===== config.mk =====
export PLATFORM = sky130hd
export DESIGN_NAME = max7219_chain_driver
export DESIGN_NICKNAME = d
export VERILOG_FILES = /design/src/rtl/max7219_chain_driver.sv
export SDC_FILE = /design/constraint.sdc
export NUM_CORES = 1
export LEC_CHECK = 0
export CORE_UTILIZATION = 55
export CTS_CLUSTER_SIZE = 28
export DETAILED_ROUTE_END_ITERATION = 16
export HOLD_SLACK_MARGIN = 0.15
export PLACE_DENSITY = 0.77
export SYNTH_ARGS = -nofsm -noshare
export SYNTH_HDL_FRONTEND = slang
export SYNTH_SLANG_ARGS = --single-unit

===== constraint.sdc =====
create_clock -name clk -period 25.5 [get_ports clk]
set_clock_uncertainty 0.1 [all_clocks]
set_input_delay 5.1 -clock clk [delete_from_list [all_inputs] [get_ports clk]]
set_output_delay 5.1 -clock clk [all_outputs]
set_load 0.01 [all_outputs]

===== src/rtl/max7219_chain_driver.sv =====
// MAX7219 daisy-chain driver: fixed init, then continuous digit refresh
// from a double-buffered frame with inserted intensity/shutdown writes.
module max7219_chain_driver #(
  parameter int          NUM_DEV = 4,
  parameter int          DIGITS  = 8,
  parameter int          CLK_DIV = 25,
  parameter int          CS_GAP  = 8,
  parameter logic [7:0]  DECODE  = 8'h00
) (
  input  logic                        clk,
  input  logic                        reset_sw,
  input  logic [NUM_DEV*DIGITS*8-1:0] frame,
  input  logic                        frame_valid,
  output logic                        frame_ready,
  input  logic [3:0]                  intensity,
  input  logic                        shutdown,
  output logic                        spi_clk,
  output logic                        dout,
  output logic                        cs,
  output logic                        init_done,
  output logic                        pass_done
);

  localparam int FW   = NUM_DEV * DIGITS * 8;
  localparam int L    = 16 * NUM_DEV;
  localparam int PH_N = 2 * L + CS_GAP;
  localparam int PHW  = $clog2(PH_N + 1);
  localparam int DW   = $clog2(CLK_DIV + 1);
  localparam int GW   = $clog2(DIGITS + 1);

  typedef enum logic [2:0] {
    S_IDLE, S_TEST, S_SCAN, S_DECODE,
    S_INTEN, S_SHDN, S_DIGIT
  } kind_t;

  kind_t          cur, nxt, arb;
  logic [DW-1:0]  div;
  logic [PHW-1:0] ph, ph_n;
  logic [GW-1:0]  dig, dig_n;
  logic [L-1:0]   sr, word;
  logic [FW-1:0]  pend, act, act_src;
  logic [3:0]     int_q, addr;
  logic           shd_q;
  logic [15:0]    w16;
  logic           tick, start, last_dig, bnd, xfer, accept;

  always_comb begin
    tick     = (div == DW'(CLK_DIV - 1));
    last_dig = (dig == GW'(DIGITS - 1));
    start    = (cur == S_IDLE) || (tick && ph == PHW'(PH_N - 1));
    ph_n     = ph + PHW'(1);
    // pass boundary: end of last digit, or end of the init sequence
    bnd      = (cur == S_DIGIT && last_dig) ||
               (cur == S_SHDN && !init_done);
    xfer     = start && bnd && !frame_ready;
    accept   = frame_valid && frame_ready;
    act_src  = xfer ? pend : act;
    dig_n    = dig;
    if (cur == S_DIGIT)
      dig_n = last_dig ? '0 : dig + GW'(1);
    arb = S_DIGIT;
    if (shutdown != shd_q)
      arb = S_SHDN;
    else if (intensity != int_q)
      arb = S_INTEN;
    nxt = arb;
    unique case (cur)
      S_IDLE:   nxt = S_TEST;
      S_TEST:   nxt = S_SCAN;
      S_SCAN:   nxt = S_DECODE;
      S_DECODE: nxt = S_INTEN;
      S_INTEN:  nxt = init_done ? arb : S_SHDN;
      default:  nxt = arb;
    endcase
  end

  always_comb begin
    w16  = '0;
    word = '0;
    addr = 4'(dig_n) + 4'd1;
    unique case (nxt)
      S_TEST:   w16 = 16'h0F00;
      S_SCAN:   w16 = {8'h0B, 8'(DIGITS - 1)};
      S_DECODE: w16 = {8'h09, DECODE};
      S_INTEN:  w16 = {8'h0A, 4'h0, intensity};
      S_SHDN:   w16 = {8'h0C, 7'h0, ~shutdown};
      default:  w16 = '0;
    endcase
    // device NUM_DEV-1 sits in the top word so it is shifted first
    for (int d = 0; d < NUM_DEV; d++) begin
      if (nxt == S_DIGIT)
        word[d*16 +: 16] = {4'h0, addr,
          act_src[(d*DIGITS + int'(dig_n))*8 +: 8]};
      else
        word[d*16 +: 16] = w16;
    end
  end

  always_ff @(posedge clk or posedge reset_sw) begin
    if (reset_sw) begin
      cur         <= S_IDLE;
      div         <= '0;
      ph          <= '0;
      dig         <= '0;
      sr          <= '0;
      pend        <= '0;
      act         <= '0;
      int_q       <= '0;
      shd_q       <= 1'b0;
      spi_clk     <= 1'b0;
      dout        <= 1'b0;
      cs          <= 1'b1;
      init_done   <= 1'b0;
      pass_done   <= 1'b0;
      frame_ready <= 1'b1;
    end else begin
      pass_done <= 1'b0;
      if (accept) begin
        pend        <= frame;
        frame_ready <= 1'b0;
      end
      if (xfer) begin
        act         <= pend;
        frame_ready <= 1'b1;
      end
      if (start) begin
        cur     <= nxt;
        div     <= '0;
        ph      <= '0;
        dig     <= dig_n;
        sr      <= word;
        cs      <= 1'b0;
        spi_clk <= 1'b0;
        dout    <= word[L-1];
        if (nxt == S_INTEN)
          int_q <= intensity;
        if (nxt == S_SHDN)
          shd_q <= shutdown;
        if (cur == S_SHDN && !init_done)
          init_done <= 1'b1;
        if (cur == S_DIGIT && last_dig)
          pass_done <= 1'b1;
      end else if (tick) begin
        div <= '0;
        ph  <= ph_n;
        if (ph_n < PHW'(2 * L)) begin
          if (ph_n[0]) begin
            spi_clk <= 1'b1;
          end else begin
            spi_clk <= 1'b0;
            sr      <= sr << 1;
            dout    <= sr[L-2];
          end
        end else begin
          cs      <= 1'b1;
          spi_clk <= 1'b0;
          dout    <= 1'b0;
        end
      end else begin
        div <= div + DW'(1);
      end
    end
  end

endmodule

==> metrics.md <==
| Metric | Value |
|---|---|
| Total GRT Usage | 28.7% |
| Max FO, Critical Path | about 110 |
| Reg2reg end | sr[3] |
| Hold-fix buffers, CTS | 0 |
| Final Total Pwr | approximately 2.1 mW |
| Worst setup SP type | primary input |
| Drt first pass iters | 6 |
| CP cell instances | clkdlybuf4s50_1 -> inv_8 -> buf_4 -> buf_4 |
| Post-Syn Area per Cell | roughly 11 um^2 |
| Slew of the pin with the lowest slew margin | 1.30 ns |
| FF-to-FF Start | dig[1] |
| PortBufs | 269 |
| Htree depth | 2 |
| CP most frequent cell | buf_4 |
| RSZ-0062 raised after global routing | false |
| TritonCTS clock tree | done |
| Clock Tree Root | clkbuf_16 |
| Most instantiated cells after synthesis | nand2_1 (829), dfrtp_1 (604), mux2_2 (281), clkbuf_1 (113), nor2_1 (76) |
| Cells after synthesis | 2546 |
| Crit Path Class | in -> async |
| Final setup fails | 0 |
| Fmax | 0.130 GHz |
| Worst Hold Launch | act[56] |
| Largest stage delay, worst path | 0.95 ns |
| Period utilization | 30.2% |
| Top post-synthesis cells by area | dfrtp_1 (55%), mux2_2 (12%), nand2_1 (11%) |
| Sequential area share after synthesis | 55.2% |
| Routed length per instance | 20.6 um |
| CP delay by family, top | buffers and inverters |
| Post-Syn Nets | 2815 |
| Share of the synthesized area in the top cell type | 55.0% |
| Total power divided by cell area | 64.0 mW/mm^2 |
| Synth Cell Area | ~0.027 mm^2 |
| Fraction of layout cells with a size suffix above 1 | between 10% and 20% |
| Cell Rows | 81 |
| Hold EP | act[56] |
| Top-count cell post-synth | nand2_1 |
| Post-synth top flop | dfrtp_1 |
| First-pass GRT wire length | 113000 um |
| Core area | approximately 0.049 mm^2 |
| Starting Density | 55.9% |
| WP data required | 25.98 ns |
| Synth area leader | dfrtp_1 |
| Hold Path Class | reg -> reg |
| Min Tclk post-route | 7.71 ns |
| CP max stage cell | buf_4 |
| Via count | 20200 |
| Detail Route Antenna Nets | 0 |
| Via density | 5.84 |
| RD Place Congestion | 0.908 |
| Post-synth EDFFs | 0 |
| Initial antenna violation count | 16 |
| Final setup TNS | 0 ns |
| Setup crit end kind | asynchronous set/reset pin |
| DRC Markers | 0 |
| WL final | 71100 um |
| Outcome | complete, no violations |
| Die Wd | 226 um |
| Final nets | 3004 |
| Worst vdd ir | 0.0000494 V |
| Dpl hpwl | roughly 46000 um |
| Clock Sinks | 606 |
| Worst path buffer plus inverter count | 4 |
| Async S/R FF share, synth | 100% |
| Largest net degree at the start of global routing | between 150 and 200 |
| Total CTS buffers | 60 |
| Fin. Hold Viols | 0 |
| Hold depth | 2 |
| Number of I/O pins | 270 |
| Leakage Power | 15.7 nW |
| PostCTS Resize Cnt | 0 |
| Number of distinct library cells after synthesis | 75 |
| Post-CTS Setup Inserts | 0 |
| Clock transition at the registers of the reported paths | 0.06 ns |
| Maxcap violations | 0 |
| Synth-to-Final Area Change | 19.2% |
| Worst-case clock buffer depth | 3 |
| Crit path DAT | around 8.2 ns |
| Worst Reg-to-Reg Cells | 11 |
| Total die area | roughly 0.05 mm^2 |
| Ys Warns | 0 |
| Die Span Y | 226 um |
| Vias in the first global route | 20700 |
| Overflow after GRT | 0 |
| R2r setup slk | 20.22 ns |
| Slew Viols, Final | 0 |
| Starting DRT DRC Count | 2234 |
| Worst slew margin | 13.3% |
| Register bit count reported by yosys | 606 |
| Worst-Skew Late Latency | 0.63 ns |
## metrics by stage
stage	util, %	std cells	cell area, um^2	hold WS (ns)	worst slack, ns
detailed placement	62.4	3337	30700	0.349	17.03
floorplan	-	2546	27500	0.329	3.34
global route	66.7	3455	32800	0.383	17.28
finish	66.7	3458	32800	0.359	17.79
global placement	62.4	3337	30700	0.341	17.11
CTS	66.6	3450	32800	0.363	17.69
## worst min-delay path, stage by stage, from the launching register on
cell	delay (ns)
dfrtp_1	0.32
nand2_1	0.05
nand2_1	0.06
## sequential cells by signal (all words and copies together), names as in the netlist, 3 cells and up
| signal | count |
|---|---|
| cur | 3 |
| int_q | 4 |
| sr | 63 |
| dig | 4 |
| act | 256 |
| ph | 8 |
| div | 5 |
| pend | 256 |
## how the worst max path moves through the flow
stage / startpoint / to / slack, ns / cells after the start
6_report: reset_sw / pend[101] / 17.79 / 4
5_1_grt: reset_sw / pend[93] / 17.28 / 4
4_1_cts: reset_sw / pend[101] / 17.69 / 4
3_5_place_dp: reset_sw / pend[101] / 17.03 / 4
3_3_place_gp: reset_sw / sr[16] / 17.11 / 4
2_1_floorplan: reset_sw / act[0] / 3.34 / 1
## layout make-up
class,instances,area [um^2]
well taps,664,831
diodes,8,20.0
inverters,18,76.3
repair buffers,299,2940
fillers,3662,16400
clock buffers,89,1810
multi-input cells,1750,11600
flip-flops and latches,606,15200
clock inverters,24,284
## report_power, final
part	total (mW)	internal, mW	switching [mW]
combinational	0.118	0.0759	0.0417
clock	0.930	0.551	0.379
sequential	1.05	1.01	0.0387
## layout by cell type, fill, tap and decap left out, types with 15 or more instances in the layout
| cell | count |
|---|---|
| nand4_1 | 23 |
| clkbuf_16 | 61 |
| clkinv_2 | 15 |
| and3_1 | 25 |
| nand2_1 | 828 |
| mux2_2 | 281 |
| dfrtp_1 | 604 |
| inv_1 | 15 |
| nor3_1 | 17 |
| o21ai_0 | 64 |
| clkbuf_8 | 18 |
| nor2_1 | 70 |
| clkdlybuf4s50_1 | 269 |
| mux2i_1 | 29 |
| mux4_2 | 71 |
| a21oi_1 | 54 |
| nand3_1 | 73 |
| a211oi_1 | 19 |
| a22oi_1 | 38 |
| buf_4 | 28 |
## cells by family (layout without fill, tap and decap cells)
logic type / after synthesis / count (layout) / synth area share (%)
other cells: 0 / 8 / 0
xor+xnor: 18 / 18 / 0.574
compound gates: 265 / 265 / 6.40
fa+ha+maj: 5 / 5 / 0.228
buf+inv: 190 / 430 / 2.83
mux: 384 / 384 / 18.6
simple gates: 1078 / 1078 / 16.2
flops: 606 / 606 / 55.2
## metal layers
metal / track usage (%) / vias up / routed length [um]
li1: - / 9130 / -
met1: 38.1 / 10200 / 29300
met2: 46.3 / 719 / 34300
met3: 5.97 / 159 / 4870
met4: 11.8 / 18 / 2490
met5: 0 / - / 112
(Power assumes the default switching activity.)
==> variant (same settings) <==
The parameter `DIGITS` goes from 8 to 4.
--- a/src/rtl/max7219_chain_driver.sv
+++ b/src/rtl/max7219_chain_driver.sv
@@ -2,7 +2,7 @@
 // from a double-buffered frame with inserted intensity/shutdown writes.
 module max7219_chain_driver #(
   parameter int          NUM_DEV = 4,
-  parameter int          DIGITS  = 8,
+  parameter int          DIGITS  = 4,
   parameter int          CLK_DIV = 25,
   parameter int          CS_GAP  = 8,
   parameter logic [7:0]  DECODE  = 8'h00
Ports: changed (resized frame); port bits go from 270 to 142. No check against the original RTL was run, so the function may have changed too.
==> variant against the unedited design <==
  * Wire length is 52% lower
  * Die area is 43% lower
  * Register-to-register slack better by 0.87 ns
  * Critical path type is now primary input to flop
  * Total power is 44% lower
  * Maximum frequency is 5.5% lower
  * Final area is 44% lower
  * First-iteration DRC count is 61% lower
  * Sequential cell count is 257 lower
  * Final cell count is 45% lower
  * Synthesized area is 43% lower
  * Setup slack worse by 0.45 ns
  * Global-route usage is 4.1 points lower
==> variant: results (changes against the unedited design) <==
Drt
  – WL final: 34390 um (-52%)
  – Total number of vias: 10740 (-47%)
  – Starting DRC count in detailed routing: 881 (-61%)
  – DR vias/cell: 5.656 (-3.2%)

Synth
  – Seq/Total Area, Yosys: 0.5606 (+0.008846)
  – Net Count, Synth: 1522 (-46%)
  – Mapped Cells: 1380 (-46%)
  – Area contributors post-synth: dfrtp_1, mux2_2, nand2_1, mux4_2, mux2i_1
  – Post-synth cell types: 62 (-17%)
  – Synth top cells by count: dfrtp_1, nand2_1, mux2_2

Clock tree
  – Clk_lat worst skew: 0.52 ns (-0.11 ns)
  – CTS buffer count: 37 (-38%)

Critical path
  – Critical path arrival: 8.42 ns (+0.22 ns)
  – Reg-to-reg startpoint: div[0]
  – Slowest stage cell, crit path: a2111oi_0
  – Critical path peak fanout: 9 (-92%)
  – Reg2reg end: sr[17]

Global routing
  – Overall global routing resource usage: 0.2464 (-0.04100)
  – Largest net degree at the start of global routing: 114 (-39%)
  – Initial antenna violation count: 0 (-16)
  – First-pass GRT wire length: 56120 um (-50%)
  – Vias in the first global route: 10880 (-47%)

Cells and area
  – Ant. Diodes: 0 (-8)
  – Layout cell share with drive strength beyond 1: 0.2013 (+0.01610)

Timing
  – Worst slew margin: 0.1835 (+0.05031)

Placed design
  – Dpl hpwl: 22090 um (-52%)
  – Number of buffers added on ports: 141 (-48%)
  – Placed Area: 17250 um2 (-44%)
  – Post-Place Worst Slack: 17.02 ns (-0.01590 ns)
  – GP Congestion: 0.8645 (-4.8%)
  – Inst Count DP: 1831 (-45%)

Outcome
  – Status: finished, final reports clean

Pwr
  – Peak supply drop: 43.04 uV (-13%)
  – P_leak: 8.498 nW (-46%)

Worst hold path
  – Hold path start: act[13]
[variant: how the worst max path moves through the flow]
stage / cells past startpoint / endpoint / slack [ns] / start
global route: 9 / sr[40] / 17.13 / shutdown
detailed placement: 9 / sr[40] / 17.02 / shutdown
finish: 9 / sr[40] / 17.34 / shutdown
global placement: 9 / sr[24] / 17.17 / shutdown
floorplan: 1 / act[0] / 10.62 / reset_sw
CTS: 9 / sr[40] / 17.50 / shutdown
[variant: logic make-up after synthesis]
| group | after synthesis | share of synthesized area |
|---|---|---|
| simple gates | 506 | 0.1350 |
| flops | 349 | 0.5606 |
| mux | 262 | 0.2041 |
| compound gates | 145 | 0.05926 |
| buf+inv | 97 | 0.02778 |
| xor+xnor | 15 | 0.008431 |
| fa+ha+maj | 6 | 0.004818 |
[variant: metrics by stage]
| step | util | hold slack [ns] |
|---|---|---|
| 5_1_grt | 0.6622 | 0.3788 |
| 3_5_place_dp | 0.6194 | 0.3512 |
| 6_report | 0.6622 | 0.3615 |
| 3_3_place_gp | 0.6194 | 0.3432 |
| 2_1_floorplan | - | 0.3291 |
| 4_1_cts | 0.6622 | 0.3644 |
[variant: power breakdown]
group | internal [W] | switching [W]
registers | 0.000578 | 0.0000160
logic | 0.0000391 | 0.0000220
clock network | 0.000304 | 0.000219
[variant: tightest hold or removal path: stages, from the launching register on]
cell	delay (ns)
dfrtp_1	0.32
nand2_1	0.06
nand2_1	0.05
[variant: area by class of cell]
type	count	area, um2
multi-input combinational	934	6461
tap	378	473.0
sequential	349	8736
inverter	14	60.06
clock buffer	55	1116
clock inverter	12	77.57
timing repair buffer	156	1524
fill	2089	9410
[variant: metal layers]
metal,track usage,part of all wire
met5,0,0
met3,0.04163,0.052
met2,0.4009,0.49
met1,0.3402,0.44
met4,0.07403,0.024
